==> config.mk <==
export PLATFORM = sky130hd
export DESIGN_NAME = ysyx22041405_mdu
export DESIGN_NICKNAME = d
export VERILOG_FILES = /design/src/rtl/ysyx22041405_mdu_pkg.sv /design/src/rtl/ysyx22041405_mdu_iter.sv /design/src/rtl/ysyx22041405_mdu.sv
export SDC_FILE = /design/constraint.sdc
export NUM_CORES = 1
export LEC_CHECK = 0
export CAP_MARGIN = 20
export CORE_MARGIN = 3
export CORE_UTILIZATION = 43
export DETAILED_ROUTE_END_ITERATION = 10
export DONT_BUFFER_PORTS = 1
export PLACE_DENSITY_LB_ADDON = 0.1
export SLEW_MARGIN = 0
export SYNTH_ARGS = -nofsm -noshare
export SYNTH_HDL_FRONTEND = slang
export SYNTH_SLANG_ARGS = --single-unit
==> constraint.sdc <==
create_clock -name clk -period 7.1 [get_ports clk]
set_input_delay 1.42 -clock clk [delete_from_list [all_inputs] [get_ports clk]]
set_output_delay 1.42 -clock clk [all_outputs]
set_load 0.1 [all_outputs]
==> src/rtl/ysyx22041405_mdu_pkg.sv <==
// Shared definitions for the multiply/divide unit: op codes, FSM states,
// iteration step mode and the most-negative-value helper.
package ysyx22041405_mdu_pkg;

   // RV M-extension funct3 encodings
   typedef enum logic [2:0] {
      MDU_MUL    = 3'b000,
      MDU_MULH   = 3'b001,
      MDU_MULHSU = 3'b010,
      MDU_MULHU  = 3'b011,
      MDU_DIV    = 3'b100,
      MDU_DIVU   = 3'b101,
      MDU_REM    = 3'b110,
      MDU_REMU   = 3'b111
   } mdu_op_e;

   typedef enum logic [1:0] {
      ST_IDLE = 2'd0,
      ST_CALC = 2'd1,
      ST_DONE = 2'd2
   } mdu_state_e;

   typedef enum logic {
      ITER_MUL = 1'b0,
      ITER_DIV = 1'b1
   } iter_mode_e;

   localparam int MAX_WIDTH = 128;

   // Most negative two's-complement value of the given width, zero-extended
   function automatic logic [MAX_WIDTH-1:0] INT_MIN(input int width);
      logic [MAX_WIDTH-1:0] v;
      v = '0;
      v[width-1] = 1'b1;
      return v;
   endfunction

endpackage

==> src/rtl/ysyx22041405_mdu_iter.sv <==
// One iteration of the shift-add multiplier or the restoring divider.
// Accumulator layout is {hi, lo}:
//   multiply: hi = partial product, lo = remaining multiplier bits (LSB first)
//   divide:   hi = partial remainder, lo = dividend bits shifting into quotient
module ysyx22041405_mdu_iter
   import ysyx22041405_mdu_pkg::*;
#(
   parameter int WIDTH = 32
) (
   input  logic [2*WIDTH-1:0] acc_i,
   input  logic [WIDTH-1:0]   operand_i,
   input  iter_mode_e         mode_i,
   output logic [2*WIDTH-1:0] acc_o
);

   logic [WIDTH-1:0] hi;
   logic [WIDTH-1:0] lo;
   logic [WIDTH:0]   sum;
   logic [WIDTH:0]   part;
   logic [WIDTH:0]   diff;

   // Single shift-add or trial-subtract step; diff[WIDTH] acts as the borrow
   always_comb begin
      hi   = acc_i[2*WIDTH-1:WIDTH];
      lo   = acc_i[WIDTH-1:0];
      sum  = {1'b0, hi} + (lo[0] ? {1'b0, operand_i} : '0);
      part = {hi, lo[WIDTH-1]};
      diff = part - {1'b0, operand_i};
      if (mode_i == ITER_MUL) begin
         acc_o = {sum, lo[WIDTH-1:1]};
      end else if (!diff[WIDTH]) begin
         acc_o = {diff[WIDTH-1:0], lo[WIDTH-2:0], 1'b1};
      end else begin
         acc_o = {part[WIDTH-1:0], lo[WIDTH-2:0], 1'b0};
      end
   end

endmodule

==> src/rtl/ysyx22041405_mdu.sv <==
// Iterative multiply/divide unit with valid/ready request and response.
// Operands are converted to magnitudes on accept; sign correction is applied
// once when the final result is written.
module ysyx22041405_mdu
   import ysyx22041405_mdu_pkg::*;
#(
   parameter  int WIDTH = 32,
   localparam int CNT_W = $clog2(WIDTH) + 1
) (
   input  logic             clk,
   input  logic             rst_n,
   input  logic             flush,
   input  logic             in_valid,
   output logic             in_ready,
   input  logic [2:0]       in_op,
   input  logic [WIDTH-1:0] src1,
   input  logic [WIDTH-1:0] src2,
   output logic             out_valid,
   input  logic             out_ready,
   output logic [WIDTH-1:0] result
);

   localparam logic [WIDTH-1:0] INT_MIN_W = WIDTH'(INT_MIN(WIDTH));
   localparam logic [CNT_W-1:0] LAST_ITER = CNT_W'(WIDTH - 1);

   mdu_state_e         state_q, state_d;
   logic [CNT_W-1:0]   cnt_q, cnt_d;
   logic [2*WIDTH-1:0] acc_q, acc_d;
   logic [WIDTH-1:0]   opnd_q, opnd_d;
   mdu_op_e            op_q, op_d;
   logic               neg_res_q, neg_res_d;
   logic               neg_rem_q, neg_rem_d;
   logic [WIDTH-1:0]   result_q, result_d;

   mdu_op_e            op_in;
   logic               fire;
   logic               sgn1, sgn2, neg1, neg2;
   logic [WIDTH-1:0]   abs1, abs2;
   logic               div_zero, div_ovf;
   logic [WIDTH-1:0]   special_res;

   iter_mode_e         iter_mode;
   logic [2*WIDTH-1:0] acc_nxt;
   logic [2*WIDTH-1:0] prod_s;
   logic [WIDTH-1:0]   quo_mag, rem_mag;
   logic [WIDTH-1:0]   calc_res;

   assign in_ready  = (state_q == ST_IDLE);
   assign out_valid = (state_q == ST_DONE);
   assign result    = result_q;
   assign fire      = in_valid & in_ready & ~flush;
   assign iter_mode = op_q[2] ? ITER_DIV : ITER_MUL;

   ysyx22041405_mdu_iter #(.WIDTH(WIDTH)) u_iter (
      .acc_i     (acc_q),
      .operand_i (opnd_q),
      .mode_i    (iter_mode),
      .acc_o     (acc_nxt)
   );

   // Request decode: operand signedness, magnitudes and early-out cases
   always_comb begin
      op_in       = mdu_op_e'(in_op);
      sgn1        = (op_in == MDU_MULH) || (op_in == MDU_MULHSU) ||
                    (op_in == MDU_DIV)  || (op_in == MDU_REM);
      sgn2        = (op_in == MDU_MULH) || (op_in == MDU_DIV) || (op_in == MDU_REM);
      neg1        = sgn1 & src1[WIDTH-1];
      neg2        = sgn2 & src2[WIDTH-1];
      abs1        = neg1 ? -src1 : src1;
      abs2        = neg2 ? -src2 : src2;
      div_zero    = in_op[2] && (src2 == '0);
      div_ovf     = ((op_in == MDU_DIV) || (op_in == MDU_REM)) &&
                    (src1 == INT_MIN_W) && (src2 == '1);
      special_res = '0;
      if (div_zero) begin
         special_res = ((op_in == MDU_DIV) || (op_in == MDU_DIVU)) ? '1 : src1;
      end else if (div_ovf) begin
         special_res = (op_in == MDU_DIV) ? src1 : '0;
      end
   end

   // Final result from the last iteration's accumulator with sign correction
   always_comb begin
      prod_s   = neg_res_q ? -acc_nxt : acc_nxt;
      quo_mag  = acc_nxt[WIDTH-1:0];
      rem_mag  = acc_nxt[2*WIDTH-1:WIDTH];
      calc_res = '0;
      unique case (op_q)
         MDU_MUL:                        calc_res = prod_s[WIDTH-1:0];
         MDU_MULH, MDU_MULHSU, MDU_MULHU: calc_res = prod_s[2*WIDTH-1:WIDTH];
         MDU_DIV, MDU_DIVU:              calc_res = neg_res_q ? -quo_mag : quo_mag;
         MDU_REM, MDU_REMU:              calc_res = neg_rem_q ? -rem_mag : rem_mag;
         default:                        calc_res = '0;
      endcase
   end

   // FSM next state and datapath updates; flush overrides every transition
   always_comb begin
      state_d   = state_q;
      cnt_d     = cnt_q;
      acc_d     = acc_q;
      opnd_d    = opnd_q;
      op_d      = op_q;
      neg_res_d = neg_res_q;
      neg_rem_d = neg_rem_q;
      result_d  = result_q;
      unique case (state_q)
         ST_IDLE: begin
            if (fire) begin
               op_d      = op_in;
               neg_res_d = neg1 ^ neg2;
               neg_rem_d = neg1;
               acc_d     = {{WIDTH{1'b0}}, abs1};
               opnd_d    = abs2;
               cnt_d     = '0;
               if (div_zero || div_ovf) begin
                  result_d = special_res;
                  state_d  = ST_DONE;
               end else begin
                  state_d  = ST_CALC;
               end
            end
         end
         ST_CALC: begin
            acc_d = acc_nxt;
            cnt_d = cnt_q + CNT_W'(1);
            if (cnt_q == LAST_ITER) begin
               result_d = calc_res;
               state_d  = ST_DONE;
            end
         end
         ST_DONE: begin
            if (out_ready) begin
               state_d = ST_IDLE;
            end
         end
         default: state_d = ST_IDLE;
      endcase
      if (flush) begin
         state_d = ST_IDLE;
      end
   end

   // State and datapath registers with synchronous active-low reset
   always_ff @(posedge clk) begin
      if (!rst_n) begin
         state_q   <= ST_IDLE;
         cnt_q     <= '0;
         acc_q     <= '0;
         opnd_q    <= '0;
         op_q      <= MDU_MUL;
         neg_res_q <= 1'b0;
         neg_rem_q <= 1'b0;
         result_q  <= '0;
      end else begin
         state_q   <= state_d;
         cnt_q     <= cnt_d;
         acc_q     <= acc_d;
         opnd_q    <= opnd_d;
         op_q      <= op_d;
         neg_res_q <= neg_res_d;
         neg_rem_q <= neg_rem_d;
         result_q  <= result_d;
      end
   end

endmodule

==> impl_metrics.env, run 1 <==
export IMPL_status="completed"
export IMPL_clk_pin_slew_ns=0.07
export IMPL_final_cells=2516
export IMPL_highest_layer="met5"
export IMPL_cts_sinks=141
export IMPL_fin_util_pct=46.58
export IMPL_synthFlopType="dfxtp_1"
export IMPL_power_density_nw_per_um2=162.3
export IMPL_avgSynthCellArea_um2=6.903
export IMPL_grt_max_degree=68
export IMPL_gp_congestion=1.015
export IMPL_min_period_ns=6.211
export IMPL_drv_cap=0
export IMPL_post_cts_buffers=0
export IMPL_crit_chain="inv_1 > ha_1 > inv_1 > fa_1 > a211oi_1 > o211ai_1 > nand4_1 > a21oi_1 > o211a_1 > nand2_1 > a21boi_0 > ha_1 > o2111ai_1 > nor2_1 > nand3_1 > or3_1 > or3_1 > or4_4 > o41ai_1 > xor2_1 > o221ai_1 > nor3b_1"
export IMPL_placed_area_um2=15080
export IMPL_critPathMaxFanout=5
export IMPL_fin_nets=2199
export IMPL_max_slew_margin_pct=20.98
export IMPL_cp_end_kind="register"
export IMPL_vias_per_cell=6.504
export IMPL_hp_start="opnd_q[31]$_SDFFE_PN0P_"
export IMPL_synth_net_count=2283
export IMPL_critical_path_max_stage_delay_ns=0.60
export IMPL_pin_count=106
export IMPL_r2r_start="acc_q[31]$_SDFFE_PN0P_"
export IMPL_start_util_pct=43.81
export IMPL_antenna_left=0
export IMPL_holdCritPathClass="register to register"
export IMPL_rsz0062_at_grt="false"
export IMPL_holdPathStages=2
export IMPL_cts_tree="yes"
export IMPL_die_area_um2=36600
export IMPL_holdPathEnd="opnd_q[31]$_SDFFE_PN0P_"
export IMPL_chipHeight_um=191.3
export IMPL_synthCells=2139
export IMPL_die_w_um=191.3
export IMPL_grt_usage_pct=32.82
export IMPL_setup_viol=0
export IMPL_numPortBuffers=0
export IMPL_fin_area_um2=15700
export IMPL_yosysSeqAreaShare_pct=19.12
export IMPL_synth_area_um2=14770
export IMPL_timing_rr_end="result[28]$_SDFFE_PN0P_"
export IMPL_first_pass_iters=7
export IMPL_rows=67
export IMPL_m1WireLength_um=27770
export IMPL_slew_viol_final=0
export IMPL_n_fill_cell=3569
export IMPL_drc=0
export IMPL_first_iter_violations=1875
export IMPL_tightest_slew_ns=1.181
export IMPL_path_buf_inv=2
export IMPL_vdd_drop_max_mv=0.1788
export IMPL_clkPwrFrac_pct=38.1
export IMPL_reg2reg_depth=22
export IMPL_wl_per_cell_um=24.22
export IMPL_hold_viol_final=0
export IMPL_p_leak_nw=5.910
export IMPL_crit_path_start_kind="register"
export IMPL_grt_ovfl_total=0
export IMPL_p_sw_share_pct=37.45
export IMPL_grt_pass1_wl_um=92720
export IMPL_synth_edf_count=0
export IMPL_h_tree_depth=4
export IMPL_required_ns=7.43
export IMPL_cts_buffers=17
export IMPL_fin_crit_sh_pct=87.48
export IMPL_synth_seq_cells=141
export IMPL_cts_root_buf="clkbuf_16"
export IMPL_critPathArrivalTime_ns=6.54
export IMPL_met2_length_um=26280
export IMPL_dp_cells=2482
export IMPL_ys_warn_count=0
export IMPL_cts_hold_buf=0
export IMPL_postRouteWirelength_um=60940
export IMPL_via_count=16360
export IMPL_critPathTopFamily="simple AND/OR/NAND/NOR gates"
export IMPL_rrSetupSlack_ns=0.89
export IMPL_preCtsSetupSlack_ns=0.9704
export IMPL_crit_slowest_cell="or4_4"
export IMPL_coreArea_um2=33700
export IMPL_clock_skew_ns=0.01932
export IMPL_p_int_w=0.001594
export IMPL_p_comb_share_pct=28.5
export IMPL_max_clock_freq_ghz=0.1610
export IMPL_synth_cell_type_count=78
export IMPL_grt_pass1_vias=15030
export IMPL_cts_resized=0
export IMPL_pwr_share_seq_pct=33.4
export IMPL_multi_input_area_um2=11170
export IMPL_p_switching_w=0.0009542
export IMPL_antenna_found_initial=2
export IMPL_synthArstFlopShare_pct=0
export IMPL_critPathKind="register to register"
export IMPL_seq_area_um2=2828
export IMPL_diodes=0
export IMPL_clk_latency_ns=0.47
export IMPL_timing_final_ws_setup_ns=0.8889
export IMPL_drive_gt1_share_pct=5.222
export IMPL_area_growth_pct=6.321
export IMPL_wl_met3_um=5324
export IMPL_hpwlAfterDp_um=46260
export IMPL_fin_setup_tns_ns=0
export IMPL_clockBufferDepth=2
per-layer routing:
metal / vias to the layer above / GRT usage (%)
li1: 7644 / -
met1: 7842 / 47.93
met2: 778 / 49.48
met3: 97 / 5.685
met4: 2 / 8.975
met5: - / 0
cell usage after synthesis (10+ instances only):
master	number	area share, %
a211oi_1	49	2.5
a21o_1	23	1.2
a21oi_1	192	6.5
a221oi_1	33	2.0
a311oi_1	10	0.59
a31oi_1	44	1.9
and2_1	15	0.64
buf_1	13	0.33
clkbuf_1	116	2.9
dfxtp_1	141	19
ha_1	70	5.9
inv_1	71	1.8
mux2_2	14	1.1
mux2i_1	49	3.3
nand2_1	185	4.7
nand2b_1	24	1.0
nand3_1	56	1.9
nand4_1	30	1.3
nor2_1	320	8.1
nor2b_1	14	0.59
nor3_1	63	2.1
nor3b_1	12	0.61
nor4_1	11	0.47
o211ai_1	17	0.86
o21a_1	15	0.76
o21ai_0	151	5.1
o221ai_1	25	1.5
o22ai_1	17	0.72
o31ai_1	26	1.3
or3_1	22	0.93
or4_1	12	0.61
xnor2_1	99	5.9
xor2_1	69	4.1
worst max path at each step:
stage	from	endpoint	slack [ns]	depth (start not counted)
final	acc_q[31]$_SDFFE_PN0P_	result[28]$_SDFFE_PN0P_	0.89	22
after global routing	acc_q[31]$_SDFFE_PN0P_	result[28]$_SDFFE_PN0P_	0.45	22
after CTS	acc_q[31]$_SDFFE_PN0P_	result[28]$_SDFFE_PN0P_	0.92	22
after detailed placement	acc_q[31]$_SDFFE_PN0P_	result[28]$_SDFFE_PN0P_	0.97	22
after global placement	src1[12]	result[20]$_SDFFE_PN0P_	1.11	13
after floorplan	op_q[2]$_SDFFE_PN0P_	result[28]$_SDFFE_PN0P_	1.32	19
power groups by stage:
stage / Combinational, W / Sequential (W) / Clock (W)
after floorplan: 0.000521 / 0.000851 / 0
after global placement: 0.000703 / 0.000867 / 0
after detailed placement: 0.000704 / 0.000868 / 0
after CTS: 0.000707 / 0.000850 / 0.000977
after global routing: 0.000787 / 0.000855 / 0.00100
final: 0.000727 / 0.000851 / 0.000970
stage by stage:
stage | hold WS, ns | total power, W
after global placement | 0.4482 | 0.001570
after global routing | 0.5055 | 0.002646
after detailed placement | 0.4612 | 0.001572
after CTS | 0.4696 | 0.002534
final | 0.4724 | 0.002548
after floorplan | 0.4319 | 0.001373
worst register-to-register path, stage by stage, from the launching register on:
cell and delay [ns]:
dfxtp_1 0.34, inv_1 0.08, ha_1 0.16, inv_1 0.05
fa_1 0.44, a211oi_1 0.28, o211ai_1 0.21, nand4_1 0.29
a21oi_1 0.13, o211a_1 0.28, nand2_1 0.27, a21boi_0 0.39
ha_1 0.30, o2111ai_1 0.18, nor2_1 0.24, nand3_1 0.21
or3_1 0.44, or3_1 0.39, or4_4 0.60, o41ai_1 0.34
xor2_1 0.18, o221ai_1 0.11, nor3b_1 0.17
cells in the final DEF (no fill, tap or decap), types with 9 or more instances in the layout:
| cell type | count |
|---|---|
| a21o_1 | 22 |
| a221oi_1 | 33 |
| nand2_1 | 185 |
| mux2i_1 | 49 |
| a211oi_1 | 49 |
| xor2_1 | 69 |
| nor2_1 | 317 |
| or4_1 | 12 |
| o22ai_1 | 17 |
| xnor2_1 | 99 |
| nand4_1 | 30 |
| inv_1 | 70 |
| nor3_1 | 62 |
| a31oi_1 | 44 |
| nor4_1 | 11 |
| a311oi_1 | 9 |
| o31ai_1 | 26 |
| dfxtp_1 | 139 |
| nand3_1 | 56 |
| o21ai_0 | 151 |
| a21oi_1 | 192 |
| o221ai_1 | 25 |
| ha_1 | 70 |
| nor2b_1 | 12 |
| or3_1 | 21 |
| o211ai_1 | 17 |
| clkbuf_16 | 18 |
| nand2b_1 | 23 |
| and3_1 | 9 |
| o41ai_1 | 9 |
| buf_4 | 34 |
| and2_1 | 15 |
| mux2_2 | 14 |
| o21a_1 | 15 |
| nor3b_1 | 12 |
logic make-up after synthesis:
family / after synthesis / synth area share (%)
AND/OR/NAND/NOR: 806 / 25.26
flip-flops: 141 / 19.12
adder cells (fa/ha/maj): 72 / 6.203
buffers and inverters: 209 / 5.474
multiplexers: 64 / 4.466
AO/OA/AOI/OAI: 679 / 29.51
XOR/XNOR: 168 / 9.965
final cells by class:
type                            instances  area share (%)
Clock buffer                           20           3.045
Clock inverter                         12          0.7890
Inverter                               71           1.706
Multi-Input combinational cell       1789           71.17
Sequential cell                       141           18.01
Tap cell                              448           3.571
Timing Repair Buffer                   35           1.706
registers in the layout, summed over array words and instances, names as in the netlist:
register / count
neg_res_q: 1
state_q: 2
op_q: 3
cnt_q: 6
opnd_q: 32
acc_q: 64
neg_rem_q: 1
result: 32
No activity file was read; power rests on OpenSTA's default activity.
==> run 2: changes to the inputs <==
--- a/config.mk
+++ b/config.mk
@@ -14,4 +14,5 @@
 export SLEW_MARGIN = 0
 export SYNTH_ARGS = -nofsm -noshare
 export SYNTH_HDL_FRONTEND = slang
+export SYNTH_HIERARCHICAL = 1
 export SYNTH_SLANG_ARGS = --single-unit
==> run 2 against run 1 <==
Against the previous run:
- register-to-register slack got worse by 0.24 ns
- worst setup slack lost 0.24 ns
- non-clock buffer count is 8 higher
- count of clock-buffer cells in the layout decreased by 2
- core utilization about the same
- die area rose by 0.84%
- via count is 3.4% lower
- total power rose by 3.1%
- routed wire length down 4.2%
- critical path type unchanged
==> impl_metrics.env, run 2 <==
export IMPL_synth_top_cell_area_share_pct=18.95
export IMPL_synthCells=2081
export IMPL_clock_skew_ns=0.01407
export IMPL_antenna_found_initial=0
export IMPL_cts_tree="yes"
export IMPL_drc=0
export IMPL_drv_cap=0
export IMPL_hold_viol_final=0
export IMPL_synthFlopType="dfxtp_1"
export IMPL_grt_pass1_vias=14770
export IMPL_postRouteWirelength_um=58370
export IMPL_first_pass_iters=5
export IMPL_timing_final_ws_setup_ns=0.6510
export IMPL_h_tree_depth=4
export IMPL_critPathArrivalTime_ns=6.83
export IMPL_yosysMostFrequentCell="nand2_1"
export IMPL_synth_cell_type_count=104
export IMPL_grt_max_degree=92
export IMPL_synth_area_um2=14890
export IMPL_path_buf_inv=2
export IMPL_area_growth_pct=5.948
export IMPL_synth_top_area_cell="dfxtp_1"
export IMPL_worst_path_most_repeated_cell="a21oi_1"
export IMPL_regMostFlops="acc_q"
export IMPL_numPortBuffers=0
export IMPL_antenna_left=0
export IMPL_die_w_um=192.1
export IMPL_synth_net_count=2225
export IMPL_cp_end_kind="register"
export IMPL_diodes=0
export IMPL_status="completed"
export IMPL_largest_reg_flops=64
export IMPL_slew_viol_final=0
export IMPL_max_slew_margin_pct=23.92
export IMPL_final_common_cell="nand2_1"
export IMPL_clk_latency_ns=0.45
export IMPL_yosysSeqAreaShare_pct=18.95
export IMPL_startpoint="opnd_q[24]$_SDFFE_PN0P_"
export IMPL_ys_warn_count=6
export IMPL_rows=67
export IMPL_holdCritPathClass="register to register"
export IMPL_crit_path_start_kind="register"
export IMPL_setup_viol=0
export IMPL_p_leak_nw=5.804
export IMPL_cts_root_buf="clkbuf_16"
export IMPL_vias_per_cell=6.442
export IMPL_critPathTopFamily="compound AO/OA/AOI/OAI gates"
export IMPL_synthTopCellsByArea="dfxtp_1 (19%), a21oi_1 (6.8%), ha_1 (5.9%)"
export IMPL_clk_pin_slew_ns=0.07
export IMPL_r2r_start="opnd_q[24]$_SDFFE_PN0P_"
export IMPL_power_density_nw_per_um2=166.4
export IMPL_coreArea_um2=33870
export IMPL_critPathMaxFanout=14
export IMPL_hp_start="cnt_q[3]$_SDFFE_PN0P_"
export IMPL_max_clock_freq_ghz=0.1551
export IMPL_critical_path_max_stage_delay_ns=0.75
export IMPL_fin_setup_tns_ns=0
export IMPL_synthTopCellsByCount="nand2_1 (215), a21oi_1 (202), nor2_1 (174)"
export IMPL_critPathKind="register to register"
export IMPL_first_iter_violations=1742
export IMPL_chipHeight_um=192.1
export IMPL_hpwlAfterDp_um=43280
export IMPL_cts_resized=0
export IMPL_fin_crit_sh_pct=90.83
export IMPL_min_period_ns=6.449
export IMPL_final_cell_mix="nand2_1 (215), a21oi_1 (202), nor2_1 (172), dfxtp_1 (139), o21ai_0 (122)"
export IMPL_grt_ovfl_total=0
export IMPL_cts_buffers=17
export IMPL_preCtsSetupSlack_ns=0.8248
export IMPL_wl_per_cell_um=23.79
export IMPL_post_cts_buffers=0
export IMPL_clockBufferDepth=2
export IMPL_die_area_um2=36900
export IMPL_required_ns=7.48
export IMPL_synth_seq_cells=141
export IMPL_grt_usage_pct=31.17
export IMPL_cts_sinks=141
export IMPL_tightest_slew_ns=1.109
export IMPL_avgSynthCellArea_um2=7.157
export IMPL_start_util_pct=43.97
export IMPL_crit_chain="inv_1 > ha_1 > a21oi_1 > a21oi_1 > a2111oi_0 > o21ai_1 > a31oi_4 > a21oi_4 > xnor2_2 > buf_4 > nand2_1 > a31oi_1 > nor3_1 > nand3_1 > or4_1 > a21oi_1 > o22a_1 > a2111oi_1 > o22ai_1 > nor2_1"
export IMPL_pin_count=106
export IMPL_via_count=15800
export IMPL_synthArstFlopShare_pct=0
export IMPL_cts_hold_buf=0
export IMPL_drive_gt1_share_pct=8.529
export IMPL_vdd_drop_max_mv=0.1597
export IMPL_rsz0062_at_grt="false"
export IMPL_fin_nets=2137
export IMPL_total_power_w=0.002626
export IMPL_whs_ns=0.4900
export IMPL_n_fill_cell=3531
export IMPL_grt_pass1_wl_um=89420
export IMPL_synth_edf_count=0
export IMPL_gp_congestion=0.9697
export IMPL_crit_slowest_cell="a31oi_1"
-- run 2: cell types whose count changed after synthesis, sizes merged, moves of 20 or more --
cell	delta
mux2i	-26
nand2	+30
nor4	+21
nand3	+22
a221oi	-27
buf	+25
nor2	-146
o221ai	-21
a22oi	+33
xor2	+21
xnor2	-20
and2	+27
-- run 2: final cells by class --
cell class / instances / area [um2] / area share (%)
multi-input combinational: 1726 / 11200 / 71.00
sequential: 141 / 2828 / 17.92
tap: 448 / 560.5 / 3.552
clock buffer: 18 / 439.2 / 2.783
timing repair buffer: 43 / 342.8 / 2.173
inverter: 64 / 241.5 / 1.530
clock inverter: 13 / 163.9 / 1.039
-- run 2: path summary, 6_finish.rpt --
check / endpoint / slack [ns] / cells after the start
setup / recovery: result[17]$_SDFFE_PN0P_ / 0.65 / 20
hold / removal: cnt_q[3]$_SDFFE_PN0P_ / 0.49 / 1
setup reg to reg: result[17]$_SDFFE_PN0P_ / 0.65 / 20
hold reg to reg: cnt_q[3]$_SDFFE_PN0P_ / 0.49 / 1
-- run 2: logic make-up after synthesis --
group | Yosys count | share of synthesized area (%)
flops | 141 | 18.95
fa+ha+maj | 72 | 6.150
xor+xnor | 169 | 10.12
buf+inv | 214 | 6.099
mux | 55 | 3.965
compound gates | 666 | 28.83
simple gates | 764 | 25.88
-- run 2: per-layer routing --
layer / up-vias / track usage [%] / part of all wire, %
met5: - / 0 / 0
met4: 0 / 8.041 / 2.4
met3: 90 / 7.392 / 10
met2: 792 / 45.41 / 42
met1: 7465 / 45.77 / 46
li1: 7456 / - / -
-- run 2: metrics by stage --
stage / area [um2] / std cells / util (%)
global placement: 15120 / 2417 / 44.64
finish: 15780 / 2453 / 46.59
global route: 15780 / 2453 / 46.59
detailed placement: 15130 / 2418 / 44.66
floorplan: 14890 / 2081 / -
CTS: 15730 / 2449 / 46.44
-- run 2: where the power goes --
part           switching, W  internal [W]  leakage [nW]
clock              0.000400      0.000562         0.293
sequential        0.0000412      0.000818          1.15
combinational      0.000526      0.000278          4.36
==> run 3: changes to the inputs <==
--- a/config.mk
+++ b/config.mk
@@ -5,8 +5,9 @@
 export SDC_FILE = /design/constraint.sdc
 export NUM_CORES = 1
 export LEC_CHECK = 0
+export ABC_AREA = 1
 export CAP_MARGIN = 20
-export CORE_MARGIN = 3
+export CORE_MARGIN = 2
 export CORE_UTILIZATION = 43
 export DETAILED_ROUTE_END_ITERATION = 10
 export DONT_BUFFER_PORTS = 1
@@ -16,3 +17,4 @@
 export SYNTH_HDL_FRONTEND = slang
 export SYNTH_HIERARCHICAL = 1
 export SYNTH_SLANG_ARGS = --single-unit
+export TNS_END_PERCENT = 100
==> run 3 against run 2 <==
Against the previous run:
- worst setup slack better by 1.6 ns
- first-iteration DRC count rose by 57%
- count of clock-buffer cells in the layout decreased by 1
- total power up 11%
- core utilization decreased by 0.78 points
- cell area increased by 21%
- cell count up 60%
- flip-flop and latch count is the same
- combinational power increased by 29%
- clock skew increased by 0.00090 ns
- non-clock buffer count down 16
==> impl_metrics.env, run 3 <==
export IMPL_status="completed"
export IMPL_grt_max_degree=87
export IMPL_fin_nets=3514
export IMPL_ys_warn_count=6
export IMPL_post_cts_buffers=0
export IMPL_synth_area_um2=18200
export IMPL_rrSetupSlack_ns=2.22
export IMPL_rsz0062_at_grt="false"
export IMPL_cts_sinks=141
export IMPL_postRouteWirelength_um=83160
export IMPL_synthCells=3435
export IMPL_cts_root_buf="clkbuf_16"
export IMPL_yosysMostFrequentCell="nand2_1"
export IMPL_hp_start="cnt_q[5]$_SDFFE_PN0P_"
export IMPL_final_cell_mix="nand2_1 (1130), inv_1 (486), nor2_1 (389), nand3_1 (339), a21oi_1 (182)"
export IMPL_critPathMaxFanout=30
export IMPL_hpwlAfterDp_um=67020
export IMPL_holdCritPathClass="register to register"
export IMPL_clk_pin_slew_ns=0.07
export IMPL_max_slew_margin_pct=18.99
export IMPL_holdPathEnd="cnt_q[5]$_SDFFE_PN0P_"
export IMPL_fin_area_um2=19170
export IMPL_first_iter_violations=2741
export IMPL_grt_pass1_wl_um=124100
export IMPL_synthArstFlopShare_pct=0
export IMPL_tightest_slew_ns=1.214
export IMPL_crit_path_start_kind="register"
export IMPL_cts_buffers=17
export IMPL_placed_area_um2=18540
export IMPL_yosysSeqAreaShare_pct=15.51
export IMPL_antenna_found_initial=1
export IMPL_synth_edf_count=0
export IMPL_synthFlopType="dfxtp_1"
export IMPL_clk_latency_ns=0.49
export IMPL_cts_hold_buf=0
export IMPL_gp_congestion=1.028
export IMPL_power_density_nw_per_um2=152.1
export IMPL_p_leak_nw=10.13
export IMPL_h_tree_depth=4
export IMPL_fin_setup_tns_ns=0
export IMPL_critPathArrivalTime_ns=5.30
export IMPL_clock_skew_ns=0.01497
export IMPL_timing_rr_end="result[28]$_SDFFE_PN0P_"
export IMPL_start_util_pct=43.49
export IMPL_largest_reg_flops=64
export IMPL_required_ns=7.52
export IMPL_chipHeight_um=209.7
export IMPL_coreArea_um2=41850
export IMPL_drive_gt1_share_pct=5.914
export IMPL_numPortBuffers=0
export IMPL_pin_count=106
export IMPL_min_period_ns=4.880
export IMPL_fin_crit_sh_pct=68.73
export IMPL_via_count=22420
export IMPL_grt_ovfl_total=0
export IMPL_first_pass_iters=6
export IMPL_synth_top_area_cell="nand2_1"
export IMPL_setup_viol=0
export IMPL_synth_cell_type_count=55
export IMPL_drv_cap=0
export IMPL_r2r_start="acc_q[0]$_SDFFE_PN0P_"
export IMPL_die_w_um=209.7
export IMPL_cp_end_kind="register"
export IMPL_die_area_um2=43990
export IMPL_hold_viol_final=0
export IMPL_slew_viol_final=0
export IMPL_synthTopCellsByArea="nand2_1 (23%), dfxtp_1 (16%), inv_1 (10%)"
export IMPL_grt_usage_pct=37.59
export IMPL_grt_pass1_vias=20040
export IMPL_reg2reg_depth=27
export IMPL_antenna_left=0
export IMPL_avgSynthCellArea_um2=5.299
export IMPL_vias_per_cell=5.717
export IMPL_synth_seq_cells=141
export IMPL_synth_top_cell_area_share_pct=23.30
export IMPL_rows=75
export IMPL_clockBufferDepth=2
export IMPL_vdd_drop_max_mv=0.1353
export IMPL_area_growth_pct=5.328
export IMPL_synthTopCellsByCount="nand2_1 (1130), inv_1 (487), nor2_1 (392)"
export IMPL_critPathKind="register to register"
export IMPL_wl_per_cell_um=21.20
export IMPL_cts_resized=0
export IMPL_cts_tree="yes"
export IMPL_max_clock_freq_ghz=0.2049
export IMPL_regMostFlops="acc_q"
export IMPL_synth_net_count=3579
export IMPL_final_common_cell="nand2_1"
export IMPL_holdPathStages=2
export IMPL_drc=0
[run 3: worst max-delay path, stage by stage (launching register included)]
cell and delay [ns]:
dfxtp_1 0.43, buf_4 0.40, nand2_1 0.10, inv_1 0.07
ha_1 0.30, fa_1 0.36, nand3_1 0.10, nand2_1 0.22
nand2_1 0.08, o211ai_1 0.24, nand2_1 0.09, nand2_1 0.17
nand2_1 0.10, nand2_1 0.06, nand2_1 0.05, nand3_1 0.06
nand2_1 0.23, nor2_1 0.21, nand2_1 0.15, nor2_1 0.26
nand3_1 0.20, o21ai_0 0.27, nand2_1 0.09, nand2_1 0.07
nand3_1 0.08, nand2_1 0.13, nand2_1 0.13, a21oi_1 0.15
[run 3: worst max-delay path by stage]
stage	from	end	slack (ns)
after floorplan	acc_q[0]$_SDFFE_PN0P_	result[28]$_SDFFE_PN0P_	3.63
after global placement	acc_q[0]$_SDFFE_PN0P_	result[31]$_SDFFE_PN0P_	2.39
after detailed placement	acc_q[0]$_SDFFE_PN0P_	result[31]$_SDFFE_PN0P_	2.43
after CTS	acc_q[0]$_SDFFE_PN0P_	result[31]$_SDFFE_PN0P_	2.43
after global routing	acc_q[0]$_SDFFE_PN0P_	result[31]$_SDFFE_PN0P_	1.87
final	acc_q[0]$_SDFFE_PN0P_	result[28]$_SDFFE_PN0P_	2.22
[run 3: final cells by class]
class                           instances  area [um2]
Timing Repair Buffer                   27       211.5
Multi-Input combinational cell       2674       12940
Sequential cell                       141        2825
Tap cell                              539       674.4
Fill cell                            4786       22680
Antenna cell                            1       2.502
Clock buffer                           17       425.4
Inverter                              509        1912
Clock inverter                         14       182.7
[run 3: routing by layer]
layer,global-route usage [%],up-vias,share of wire (%)
li1,-,10780,-
met1,55.00,10380,45
met2,54.26,1145,40
met3,9.292,116,12
met4,10.25,0,2.4
met5,0,-,0
[run 3: cells by family after synthesis]
family | synth area share (%)
DFF | 15.51
AOI/OAI and AO/OA | 14.22
xor gates and xnor gates | 2.791
buffers and inverters | 13.51
adders and majority gates | 5.032
and+or+nand+nor | 48.94
[run 3: power breakdown]
part           internal (W)  switching, W
combinational      0.000279      0.000765
clock              0.000556      0.000435
sequential         0.000823     0.0000572
[run 3: metrics by stage]
step                setup slack (ns)  hold WS, ns  instances  util (%)  total power (W)
floorplan                      3.627       0.4430       3435         -         0.001597
global placement               2.391       0.4494       3888     44.29         0.001899
detailed placement             2.433       0.4647       3888     44.29         0.001896
CTS                            2.426       0.4759       3919     45.74         0.002890
global route                   1.872       0.4947       3921     45.80         0.003053
finish                         2.220       0.4781       3922     45.81         0.002915
